`src/rtl/uart_tx.sv`:
```
`default_nettype none
// ============================================================================
// Module      : uart_tx
// Description : 8N1 UART transmitter with a valid/ready byte FIFO in front of
//               a START/DATA/STOP serializer. Bits go out LSB first, each held
//               for CLK_DIV clocks; queued frames are sent back to back.
//               Optional odd parity bit when UART_TX_PARITY_EN is defined.
// Revision    : 1.0 - initial release
// ============================================================================
module uart_tx #(
    parameter int CLK_DIV    = 434,
    parameter int FIFO_DEPTH = 16
) (
    input  logic                          clk_i,
    input  logic                          reset_i,
    input  logic [7:0]                    data_i,
    input  logic                          valid_i,
    output logic                          ready_o,
    output logic                          txd_o,
    output logic                          busy_o,
    output logic [$clog2(FIFO_DEPTH):0]   fifo_count_o,
    output logic                          empty_o
);

    localparam int c_PTR_W  = $clog2(FIFO_DEPTH);
    localparam int c_CNT_W  = c_PTR_W + 1;
    localparam int c_BAUD_W = $clog2(CLK_DIV);

`ifdef UART_TX_PARITY_EN
    typedef enum logic [2:0] {
        S_IDLE   = 3'd0,
        S_START  = 3'd1,
        S_DATA   = 3'd2,
        S_PARITY = 3'd3,
        S_STOP   = 3'd4
    } state_t;
`else
    typedef enum logic [1:0] {
        S_IDLE  = 2'd0,
        S_START = 2'd1,
        S_DATA  = 2'd2,
        S_STOP  = 2'd3
    } state_t;
`endif

    // FIFO
    logic [7:0]          r_mem [FIFO_DEPTH];
    logic [c_PTR_W-1:0]  r_wr_ptr;
    logic [c_PTR_W-1:0]  r_rd_ptr;
    logic [c_CNT_W-1:0]  r_count;
    logic                w_push;
    logic                w_pop;
    logic                w_not_empty;
    logic [7:0]          w_head;

    // Serializer
    state_t              r_state;
    state_t              w_state_next;
    logic [c_BAUD_W-1:0] r_baud;
    logic [c_BAUD_W-1:0] w_baud_next;
    logic [2:0]          r_bit_idx;
    logic [2:0]          w_bit_next;
    logic [7:0]          r_shift;
    logic [7:0]          w_shift_next;
    logic                w_tick;
    logic                r_txd;
    logic                w_txd_next;
    logic                r_busy;
`ifdef UART_TX_PARITY_EN
    logic                r_parity;
`endif

    assign ready_o      = (r_count != c_CNT_W'(FIFO_DEPTH));
    assign w_push       = valid_i && ready_o;
    assign w_not_empty  = (r_count != '0);
    assign w_head       = r_mem[r_rd_ptr];
    assign w_tick       = (r_baud == c_BAUD_W'(CLK_DIV - 1));

    assign txd_o        = r_txd;
    assign busy_o       = r_busy;
    assign fifo_count_o = r_count;
    assign empty_o      = (r_count == '0) && !r_busy;

    // FIFO storage: data_i is captured only on an accepted transfer
    always_ff @(posedge clk_i) begin
        if (w_push) begin
            r_mem[r_wr_ptr] <= data_i;
        end
    end

    // FIFO pointers (power-of-two depth, so they wrap naturally) and occupancy
    always_ff @(posedge clk_i) begin
        if (reset_i) begin
            r_wr_ptr <= '0;
            r_rd_ptr <= '0;
            r_count  <= '0;
        end else begin
            if (w_push) begin
                r_wr_ptr <= r_wr_ptr + c_PTR_W'(1);
            end
            if (w_pop) begin
                r_rd_ptr <= r_rd_ptr + c_PTR_W'(1);
            end
            case ({w_push, w_pop})
                2'b10:   r_count <= r_count + c_CNT_W'(1);
                2'b01:   r_count <= r_count - c_CNT_W'(1);
                default: r_count <= r_count;
            endcase
        end
    end

    // Serializer state register; line and busy are registered from the
    // current state, so they trail the state machine by one clock
    always_ff @(posedge clk_i) begin
        if (reset_i) begin
            r_state   <= S_IDLE;
            r_baud    <= '0;
            r_bit_idx <= '0;
            r_shift   <= '0;
            r_txd     <= 1'b1;
            r_busy    <= 1'b0;
        end else begin
            r_state   <= w_state_next;
            r_baud    <= w_baud_next;
            r_bit_idx <= w_bit_next;
            r_shift   <= w_shift_next;
            r_txd     <= w_txd_next;
            r_busy    <= (r_state != S_IDLE);
        end
    end

`ifdef UART_TX_PARITY_EN
    // Odd parity of the byte being loaded: inverted XOR of its data bits
    always_ff @(posedge clk_i) begin
        if (reset_i) begin
            r_parity <= 1'b0;
        end else if (w_pop) begin
            r_parity <= ~(^w_head);
        end
    end
`endif

    // Next-state, FIFO pop and line level
    always_comb begin
        w_state_next = r_state;
        w_baud_next  = r_baud;
        w_bit_next   = r_bit_idx;
        w_shift_next = r_shift;
        w_pop        = 1'b0;
        w_txd_next   = 1'b1;

        if (r_state != S_IDLE) begin
            w_baud_next = w_tick ? '0 : (r_baud + c_BAUD_W'(1));
        end

        case (r_state)
            S_IDLE: begin
                w_txd_next = 1'b1;
                if (w_not_empty) begin
                    w_pop        = 1'b1;
                    w_shift_next = w_head;
                    w_baud_next  = '0;
                    w_state_next = S_START;
                end
            end
            S_START: begin
                w_txd_next = 1'b0;
                if (w_tick) begin
                    w_bit_next   = 3'd0;
                    w_state_next = S_DATA;
                end
            end
            S_DATA: begin
                w_txd_next = r_shift[0];
                if (w_tick) begin
                    w_shift_next = {1'b0, r_shift[7:1]};
                    w_bit_next   = r_bit_idx + 3'd1;
                    if (r_bit_idx == 3'd7) begin
`ifdef UART_TX_PARITY_EN
                        w_state_next = S_PARITY;
`else
                        w_state_next = S_STOP;
`endif
                    end
                end
            end
`ifdef UART_TX_PARITY_EN
            S_PARITY: begin
                w_txd_next = r_parity;
                if (w_tick) begin
                    w_state_next = S_STOP;
                end
            end
`endif
            S_STOP: begin
                w_txd_next = 1'b1;
                if (w_tick) begin
                    // Chain straight into the next START when more data waits
                    if (w_not_empty) begin
                        w_pop        = 1'b1;
                        w_shift_next = w_head;
                        w_state_next = S_START;
                    end else begin
                        w_state_next = S_IDLE;
                    end
                end
            end
            default: begin
                w_state_next = S_IDLE;
            end
        endcase
    end

endmodule
`default_nettype wire
```
`config.mk`:
```
export PLATFORM = sky130hd
export DESIGN_NAME = uart_tx
export DESIGN_NICKNAME = d
export VERILOG_FILES = /design/src/rtl/uart_tx.sv
export SDC_FILE = /design/constraint.sdc
export NUM_CORES = 1
export LEC_CHECK = 0
export BUFFER_PORTS_ARGS = -buffer_cell sky130_fd_sc_hd__buf_4
export CORE_ASPECT_RATIO = 0.75
export CORE_UTILIZATION = 37
export DETAILED_ROUTE_END_ITERATION = 12
export PLACE_DENSITY = 0.59
export SLEW_MARGIN = 20
export SYNTH_ARGS = -nofsm -noshare
export SYNTH_HDL_FRONTEND = slang
export SYNTH_SLANG_ARGS = --single-unit
```
`constraint.sdc`:
```
create_clock -name clk_i -period 3.35 [get_ports clk_i]
set_clock_uncertainty 0.1 [all_clocks]
set_input_delay 0 -clock clk_i [delete_from_list [all_inputs] [get_ports clk_i]]
set_output_delay 0 -clock clk_i [all_outputs]
set_load 0.01 [all_outputs]
```
==> results of run 1 <==
==> critical path, stage by stage (launching register included) <==
cell and delay, ns:
dfxtp_1 0.44, ha_1 0.17, and4_1 0.32, a31oi_2 0.21, nor3_4 0.22, ha_2 0.27, xor2_1 0.08, ha_1 0.21
a21oi_1 0.20, nor4b_1 0.27, a311oi_1 0.08, or3_1 0.32, a21oi_1 0.13
==> where the power goes <==
| group | leakage, nW | total (W) | switching, W | internal [W] |
|---|---|---|---|---|
| Clock | 0.265 | 0.00187 | 0.000776 | 0.00109 |
| Sequential | 1.49 | 0.00261 | 0.000198 | 0.00241 |
| Combinational | 1.01 | 0.00187 | 0.000987 | 0.000881 |
| Total | 2.76 | 0.00634 | 0.00196 | 0.00438 |
==> cells by family (layout without fill, tap and decap cells) <==
family | count (synthesis) | count (layout) | share of synthesized area [%]
xor+xnor | 11 | 11 | 1.34
flops | 169 | 169 | 64.8
buf+inv | 37 | 95 | 2.41
fa+ha+maj | 17 | 17 | 2.95
simple gates | 133 | 133 | 10.3
compound gates | 77 | 77 | 7.82
mux | 47 | 47 | 10.4
==> registers in the layout (all words and copies together) (netlist names), named ones only <==
register	count
r_mem	128
r_baud	9
r_shift	8
fifo_count_o	5
r_rd_ptr	4
r_wr_ptr	4
r_bit_idx	3
r_state	2
busy_o	1
txd_o	1
==> cells in the mapped netlist (all sizes together), types with 2 or more instances <==
cell	instances	area (um2)
a21oi	16	80.1
xor2	4	35.0
or3	4	25.0
nor4	2	33.8
nand2	20	75.1
a21boi	2	18.8
nand3b	3	22.5
edfxtp	128	3840
clkbuf	13	48.8
ha	17	213
and2	6	40.0
o22ai	4	25.0
nor3	14	86.3
a311oi	7	61.3
a21o	3	22.5
nor4b	3	47.5
nor2b	14	87.6
xnor2	7	61.3
mux4	22	495
a31oi	8	56.3
a32oi	2	17.5
buf	14	87.6
o32ai	5	43.8
a211oi	13	103
o21ai	10	50.1
dfxtp	41	821
inv	10	37.5
nor2	41	161
nand3	14	70.1
nand2b	6	37.5
mux2i	24	240
==> timing repair <==
| item | CTS | global route |
|---|---|---|
| hold buffers | 9 | 0 |
| buffers inserted | 0 | 3 |
| endpoints found under the hold margin | 166 | 0 |
| gates resized for setup | 0 | 1 |
| setup endpoints to repair | 0 | 1 |
==> worst min path at each step <==
stage | startpoint | endpoint | slack [ns] | depth (start not counted)
6_report | valid_i | r_wr_ptr[0] | 0.03 | 4
5_1_grt | valid_i | r_wr_ptr[0] | 0.05 | 4
4_1_cts | valid_i | r_wr_ptr[0] | 0.02 | 4
3_5_place_dp | data_i[7] | r_mem[3][7] | 0.21 | 1
3_3_place_gp | data_i[7] | r_mem[1][7] | 0.20 | 1
2_1_floorplan | data_i[0] | r_mem[0][0] | -0.001 | 0
==> layer usage <==
layer / track usage, % / part of all wire [%] / vias to the layer above / wire [um]
li1: - / - / 1981 / -
met5: 0 / 0 / - / 0
met3: 4.02 / 4.4 / 15 / 658
met1: 22.9 / 49 / 2055 / 7330
met4: 4.38 / 0.96 / 0 / 143
met2: 24.9 / 45 / 96 / 6730
==> stage by stage <==
step	total power, W	cells	hold WS [ns]	worst slack [ns]	cell area, um2
finish	0.00634	796	0.0264	0.251	8380
global route	0.00669	796	0.0476	0.0721	8380
CTS	0.00633	793	0.0177	0.126	8350
detailed placement	0.00446	752	0.210	0.158	7700
global placement	0.00443	752	0.199	0.241	7700
floorplan	0.00401	491	-0.00113	0.404	7200
==> layout make-up <==
type	instances	area [um2]
Tap cell	247	309
Inverter	10	37.5
Multi-Input combinational cell	285	2370
Fill cell	1633	10400
Sequential cell	169	4670
Timing Repair Buffer	53	433
Clock buffer	20	437
Clock inverter	12	128
==> impl_metrics.py, run 1 <==
metrics = {
    "die": {
        "start_util_pct": 38.4,
        "die-area_um2": 20000,
        "core_area_um2": 18800,
        "die_h_um": 123,
        "row_count": 43,
        "io_pins": 20,
        "fp.dieW_um": 163,
    },
    "sta": {
        "rsz0062_at_grt": "no",
        "maxSlewHeadroom_pct": 47.9,
        "maxSlewViolCount": 0,
        "timing.final.crit_share_pct": 92.5,
        "finalHoldViolCount": 0,
        "min_period_ns": 3.10,
        "finalSetupViolations": 0,
        "fmaxAchievable_mhz": 323,
        "tightest_slew_ns": 0.779,
        "finalSetupTns_ns": 0,
    },
    "min_path": {
        "hold_class": "in -> reg",
    },
    "clocking": {
        "numCtsBuffers": 17,
        "h-tree-depth": 4,
        "cts_root_buf": "clkbuf_16",
        "path_clk_slew_ns": 0.06,
        "cts.sinks": 169,
        "clk_path_buf_depth": 2,
        "clk_latency_ns": 0.43,
        "cts_tree": "done",
    },
    "synthesis": {
        "netlist_instances": 491,
        "seq_area_frac_synth_pct": 64.8,
        "synth.distinct_cells": 58,
        "synth.avg_cell_area_um2": 14.7,
        "ys_ff_latch": 169,
        "ys_async_sr_fraction_pct": 0,
        "synth-edff-count": 128,
        "synth_ff_type": "edfxtp_1",
        "yosysWarnings": 0,
        "synth.cell_area_um2": 7200,
        "syn-num-nets": 519,
    },
    "finish": {
        "layout_common_cells": "edfxtp_1, buf_4, nor2_1, dfxtp_1, mux2i_1",
        "num_antenna_cells": 0,
        "fin_util_pct": 44.6,
        "drive_gt1_share_pct": 20.6,
        "area_growth_pct": 16.3,
        "final_nets": 564,
        "final_common_cell": "edfxtp_1",
    },
    "status": {
        "outcome": "completed",
    },
    "setup_path": {
        "crit_start": "r_baud[0]",
        "cp-end-kind": "register",
        "worst_ep_arrival_time_ns": 3.36,
        "cp_max_fo": 7,
        "worstSetupStartpointType": "register",
        "r2r-start": "r_baud[0]",
        "crit_required_ns": 3.61,
        "worst-setup-path-type": "reg -> reg",
        "ff2ff_path_depth": 12,
        "critPathCapture": "fifo_count_o[4]",
        "reg2reg_to": "fifo_count_o[4]",
        "rrSetupSlack_ns": 0.25,
    },
    "placed_design": {
        "place_congestion": 0.812,
        "post-dp-hpwl_um": 9900,
        "numPortBuffers": 19,
    },
    "global_routing": {
        "grt_max_degree": 40,
        "grt-ovfl-total": 0,
        "grt_pass1_vias": 4114,
        "grt_pass1_wl_um": 23400,
        "antenna_found_initial": 0,
        "grt_use_total_pct": 16.2,
    },
    "detailed_routing": {
        "post-route-drc-count": 0,
        "drt_first_iter_violations": 303,
        "wire_per_inst_um": 18.7,
        "vias": 4147,
        "vias_per_cell": 5.21,
        "drtPass1Iterations": 4,
        "drt-total-wl_um": 14900,
        "postRouteAntennaNets": 0,
    },
    "job": {
        "drv_cap": 0,
    },
    "power_and_ir_drop": {
        "power_density_nw_per_um2": 757,
        "leakagePower_nw": 2.76,
        "ir_drop_v": 0.000401,
    },
}
(Power assumes the default switching activity.)
==> inputs of run 2 (changes only) <==
Settings changed: CTS_BUF_LIST from default to sky130_fd_sc_hd__clkbuf_4.
==> run 2 against run 1 <==
Fmax is 2.2% lower. Hold slack better by 0.18 ns. Via count is 0.43% higher. Final area is 3.6% lower. Non-clock buffer count is 2 lower. Total power is 13% lower. Wire length is 0.83% lower. Critical path depth is 1 higher. Die area stayed put. Critical path type unchanged. Largest cell class unchanged. Highest routed layer unchanged.
==> impl_metrics.py, run 2 (synthesis results as in run 1) <==
metrics = {
    "detailed_routing": {
        "drtPass1Iterations": 6,
        "post-route-drc-count": 0,
        "drt-total-wl_um": 14700,
        "wire_per_inst_um": 18.6,
        "drt_first_iter_violations": 299,
        "vias": 4165,
        "postRouteAntennaNets": 0,
        "vias_per_cell": 5.25,
    },
    "sta": {
        "maxSlewViolCount": 0,
        "tightest_slew_ns": 0.792,
        "finalHoldViolCount": 0,
        "fmaxAchievable_mhz": 316,
        "worst_slack_ns": 0.182,
        "rsz0062_at_grt": "no",
        "timing.final.crit_share_pct": 94.6,
        "finalSetupTns_ns": 0,
        "min_period_ns": 3.17,
        "maxSlewHeadroom_pct": 47.0,
        "finalSetupViolations": 0,
    },
    "finish": {
        "layout_common_cells": "edfxtp_1, nor2_1, buf_4, dfxtp_1, mux2i_1",
        "area_growth_pct": 12.2,
        "largest-register": "r_mem",
        "largest_reg_flops": 128,
        "top_regs": "r_mem: 128 flops, r_baud: 9 flops, r_shift: 8 flops",
        "final_common_cell": "edfxtp_1",
        "fin_util_pct": 43.0,
        "final_nets": 562,
        "num_antenna_cells": 0,
        "drive_gt1_share_pct": 20.8,
    },
    "power_and_ir_drop": {
        "p_clk_share_pct": 20.5,
        "power_w": 0.00554,
        "switching_power_w": 0.00184,
        "p_int_w": 0.00370,
        "swShare_pct": 33.2,
        "combPwrFrac_pct": 32.5,
        "leakagePower_nw": 2.63,
        "power_density_nw_per_um2": 686,
        "p_seq_share_pct": 47.0,
        "ir_drop_v": 0.000353,
    },
    "setup_path": {
        "rrSetupSlack_ns": 0.18,
        "worstSetupStartpointType": "register",
        "ff2ff_path_depth": 13,
        "reg2reg_to": "fifo_count_o[4]",
        "cp_max_fo": 6,
        "worst_ep_arrival_time_ns": 3.54,
        "worst-setup-path-type": "reg -> reg",
        "cp-end-kind": "register",
        "crit_required_ns": 3.73,
        "r2r-start": "r_baud[1]",
    },
    "min_path": {
        "hold_path_end": "r_mem[0][7]",
        "holdPathStages": 2,
        "hp-start": "data_i[7]",
        "hold_class": "in -> reg",
    },
    "clocking": {
        "cts_tree": "done",
        "cts.sinks": 169,
        "numCtsBuffers": 17,
        "clk_path_buf_depth": 2,
        "cts_root_buf": "clkbuf_4",
        "clk_latency_ns": 0.54,
        "post_cts_buffers": 0,
        "path_clk_slew_ns": 0.14,
        "h-tree-depth": 4,
    },
    "global_routing": {
        "grt_pass1_vias": 4134,
        "antenna_found_initial": 0,
        "grt_use_total_pct": 16.1,
        "grt-ovfl-total": 0,
        "grt_pass1_wl_um": 23400,
        "grt_max_degree": 40,
    },
    "placed_design": {
        "place_congestion": 0.812,
        "post-dp-hpwl_um": 9900,
        "pre_cts_slack_ns": 0.158,
        "numPortBuffers": 19,
    },
    "job": {
        "drv_cap": 0,
    },
    "die": {
        "io_pins": 20,
        "die-area_um2": 20000,
        "core_area_um2": 18800,
        "fp.dieW_um": 163,
        "start_util_pct": 38.4,
        "row_count": 43,
        "die_h_um": 123,
    },
    "status": {
        "outcome": "completed",
    },
}
-- run 2: changes by cell type in the layout (fill, tap and decap cells not counted), moves of 3 or more --
| cell | delta |
|---|---|
| clkbuf_16 | -17 |
| clkbuf_4 | +20 |
| clkbuf_1 | -3 |
| buf_4 | -3 |
-- run 2: power groups by stage --
stage	clock network [W]	logic (W)	registers, W
finish	0.00113	0.00180	0.00261
global route	0.00125	0.00201	0.00264
CTS	0.00117	0.00182	0.00261
detailed placement	0	0.00181	0.00266
global placement	0	0.00179	0.00265
floorplan	0	0.00145	0.00256
-- run 2: area by class of cell --
cell class	count	area, um2
Timing Repair Buffer	51	420
Sequential cell	169	4670
Clock buffer	20	150
Inverter	10	37.5
Multi-Input combinational cell	285	2370
Tap cell	247	309
Clock inverter	12	128
Fill cell	1666	10700
-- run 2: critical path: stages (launching register included) --
cell      delay, ns
dfxtp_1        0.38
inv_1          0.07
ha_1           0.12
and4_1         0.32
a31oi_2        0.22
nor3_4         0.31
ha_2           0.29
xor2_1         0.08
ha_1           0.21
a21oi_1        0.20
nor4b_1        0.27
a311oi_1       0.08
or3_1          0.32
a21oi_1        0.13
-- run 2: worst max path at each step --
stage / from / end / slack (ns) / depth (start not counted)
2_1_floorplan: r_baud[0] / fifo_count_o[4] / 0.40 / 13
3_5_place_dp: r_baud[0] / fifo_count_o[4] / 0.16 / 12
3_3_place_gp: r_baud[0] / fifo_count_o[4] / 0.24 / 12
6_report: r_baud[1] / fifo_count_o[4] / 0.18 / 13
4_1_cts: r_baud[0] / fifo_count_o[4] / 0.11 / 12
5_1_grt: r_baud[1] / fifo_count_o[4] / 0.002 / 13
-- run 2: per-layer routing --
layer	global-route usage (%)	vias to the layer above	part of all wire, %
met2	24.8	98	45
met4	4.50	0	1.2
met3	4.43	11	5.1
met1	22.3	2081	49
li1	-	1975	-
met5	0	-	0
-- run 2: repair_timing --
item | CTS | global route
setup endpoints to repair | 0 | 1
hold buffers | 10 | 0
gates resized for setup | 0 | 2
endpoints found under the hold margin | 169 | 0
-- run 2: metrics by stage --
stage / hold slack [ns] / instance area (um2) / std cells
2_1_floorplan: -0.00113 / 7200 / 491
3_3_place_gp: 0.199 / 7700 / 752
3_5_place_dp: 0.210 / 7700 / 752
4_1_cts: 0.151 / 8080 / 794
5_1_grt: 0.154 / 8080 / 794
6_report: 0.202 / 8080 / 794
==> inputs of run 3 (changes only) <==
Settings changed: ABC_CLOCK_PERIOD_IN_PS from default to 3350, CTS_CLUSTER_DIAMETER from default to 60, RECOVER_POWER from default to 50.
==> run 3 against run 2 <==
Flip-flop and latch count unchanged. Utilization down 0.43 points. Sequential power hardly changed. Hold slack better by 0.16 ns. Combinational power shrank 3%. Worst setup slack gained 0.034 ns. Total power down 1.2%. Sequential share of layout area increased by 0.59 points. Critical endpoint unchanged. Largest cell class unchanged.
==> impl_metrics.py, run 3 (synthesis results as in run 1) <==
metrics = {
    "power_and_ir_drop": {
        "ir_drop_v": 0.000352,
        "leakagePower_nw": 2.56,
        "power_density_nw_per_um2": 684,
    },
    "clocking": {
        "cts_tree": "done",
        "cts_root_buf": "clkbuf_4",
        "clk_path_buf_depth": 2,
        "cts.sinks": 169,
        "h-tree-depth": 4,
        "path_clk_slew_ns": 0.14,
        "numCtsBuffers": 17,
        "clk_latency_ns": 0.54,
    },
    "die": {
        "core_area_um2": 18800,
        "die_h_um": 123,
        "io_pins": 20,
        "start_util_pct": 38.4,
        "fp.dieW_um": 163,
        "row_count": 43,
        "die-area_um2": 20000,
    },
    "placed_design": {
        "post-dp-hpwl_um": 9900,
        "postPlaceCellArea_um2": 7700,
        "place_congestion": 0.812,
        "numPortBuffers": 19,
    },
    "detailed_routing": {
        "post-route-drc-count": 0,
        "postRouteAntennaNets": 0,
        "vias_per_cell": 5.22,
        "drtPass1Iterations": 5,
        "wire_per_inst_um": 18.5,
        "vias": 4141,
        "drt-total-wl_um": 14700,
        "drt_first_iter_violations": 311,
    },
    "sta": {
        "finalHoldViolCount": 0,
        "fmaxAchievable_mhz": 319,
        "finalSetupTns_ns": 0,
        "rsz0062_at_grt": "no",
        "holdWs_ns": 0.361,
        "timing.final.crit_share_pct": 93.6,
        "tightest_slew_ns": 1.05,
        "finalSetupViolations": 0,
        "min_period_ns": 3.13,
        "maxSlewHeadroom_pct": 29.6,
        "maxSlewViolCount": 0,
    },
    "global_routing": {
        "antenna_found_initial": 0,
        "grt_pass1_vias": 4134,
        "grt_max_degree": 40,
        "grt_use_total_pct": 16.1,
        "grt-ovfl-total": 0,
        "grt_pass1_wl_um": 23400,
    },
    "finish": {
        "layout_common_cells": "edfxtp_1, nor2_1, dfxtp_1, mux2i_1, buf_4",
        "final_common_cell": "edfxtp_1",
        "top_regs": "r_mem: 128 flops, r_baud: 9 flops, r_shift: 8 flops",
        "largest_reg_flops": 128,
        "nFillCells": 1681,
        "final_nets": 562,
        "design_area_um2": 8000,
        "fin_util_pct": 42.6,
        "largest-register": "r_mem",
        "num_antenna_cells": 0,
        "drive_gt1_share_pct": 17.4,
        "area_growth_pct": 11.0,
    },
    "setup_path": {
        "cp_max_fo": 6,
        "crit_required_ns": 3.73,
        "worst_ep_arrival_time_ns": 3.51,
        "worstSetupStartpointType": "register",
        "worst-setup-path-type": "reg -> reg",
        "slowest_stage": "dfxtp_1",
        "critical-path-top-delay-family": "simple AND/OR/NAND/NOR gates",
        "crit_buf_inv": 1,
        "cp_slowest_stage_delay_ns": 0.38,
        "crit_chain": "inv_1, ha_1, and4_1, a31oi_2, nor3_4, ha_2, xor2_1, ha_1, a21oi_1, nor4b_1, a311oi_1, or3_1, a21oi_1",
        "cp-end-kind": "register",
    },
    "job": {
        "drv_cap": 0,
    },
    "status": {
        "outcome": "completed",
    },
    "min_path": {
        "hold_class": "in -> reg",
    },
}
run 3: cell types whose count changed in the layout (fill, tap and decap cells not counted), sizes merged:
cell    change
clkbuf     +17
buf        -17
run 3: worst register-to-register path: cells and delay by family (launching register included):
| kind | cells | cell delay, ns |
|---|---|---|
| fa+ha+maj | 3 | 0.62 |
| buf+inv | 1 | 0.07 |
| flops | 1 | 0.38 |
| compound gates | 4 | 0.62 |
| xor+xnor | 1 | 0.08 |
| simple gates | 4 | 1.21 |
run 3: final cells by class:
class | instances | area, um2 | share of cell area, %
Sequential cell | 169 | 4670 | 58.4
Multi-Input combinational cell | 285 | 2350 | 29.4
Timing Repair Buffer | 51 | 357 | 4.46
Tap cell | 247 | 309 | 3.86
Clock buffer | 20 | 150 | 1.88
Clock inverter | 12 | 128 | 1.60
Inverter | 10 | 37.5 | 0.469
run 3: timing repair:
item                       CTS  global route
buffers inserted             0             0
hold endpoints to repair   169             0
hold buffers                10             0
gates resized for setup      0             2
setup endpoints to repair    0             1
run 3: per-layer routing:
metal,share of wire [%],global-route usage [%]
met1,49,22.3
met2,45,24.8
met3,5.3,4.43
met4,1.2,4.50
met5,0,0
run 3: path summary, 6_finish.rpt:
| path | start | endpoint | slack (ns) | depth (start not counted) |
|---|---|---|---|---|
| hold / removal | reset_i | r_bit_idx[2] | 0.36 | 3 |
| setup / recovery | r_baud[1] | fifo_count_o[4] | 0.22 | 13 |
| hold reg to reg | r_baud[5] | r_baud[5] | 0.41 | 2 |
| setup reg to reg | r_baud[1] | fifo_count_o[4] | 0.22 | 13 |
run 3: report_power, final:
group	internal (W)	switching (W)	total (W)
Combinational	0.000774	0.000964	0.00174
Clock	0.000464	0.000669	0.00113
Sequential	0.00241	0.000195	0.00260
run 3: stage by stage:
step	cells	setup WS, ns	total power, W
after floorplan	491	0.404	0.00401
after global placement	752	0.241	0.00443
after detailed placement	752	0.158	0.00446
after CTS	794	0.110	0.00560
after global routing	794	0.0142	0.00582
final	794	0.216	0.00547
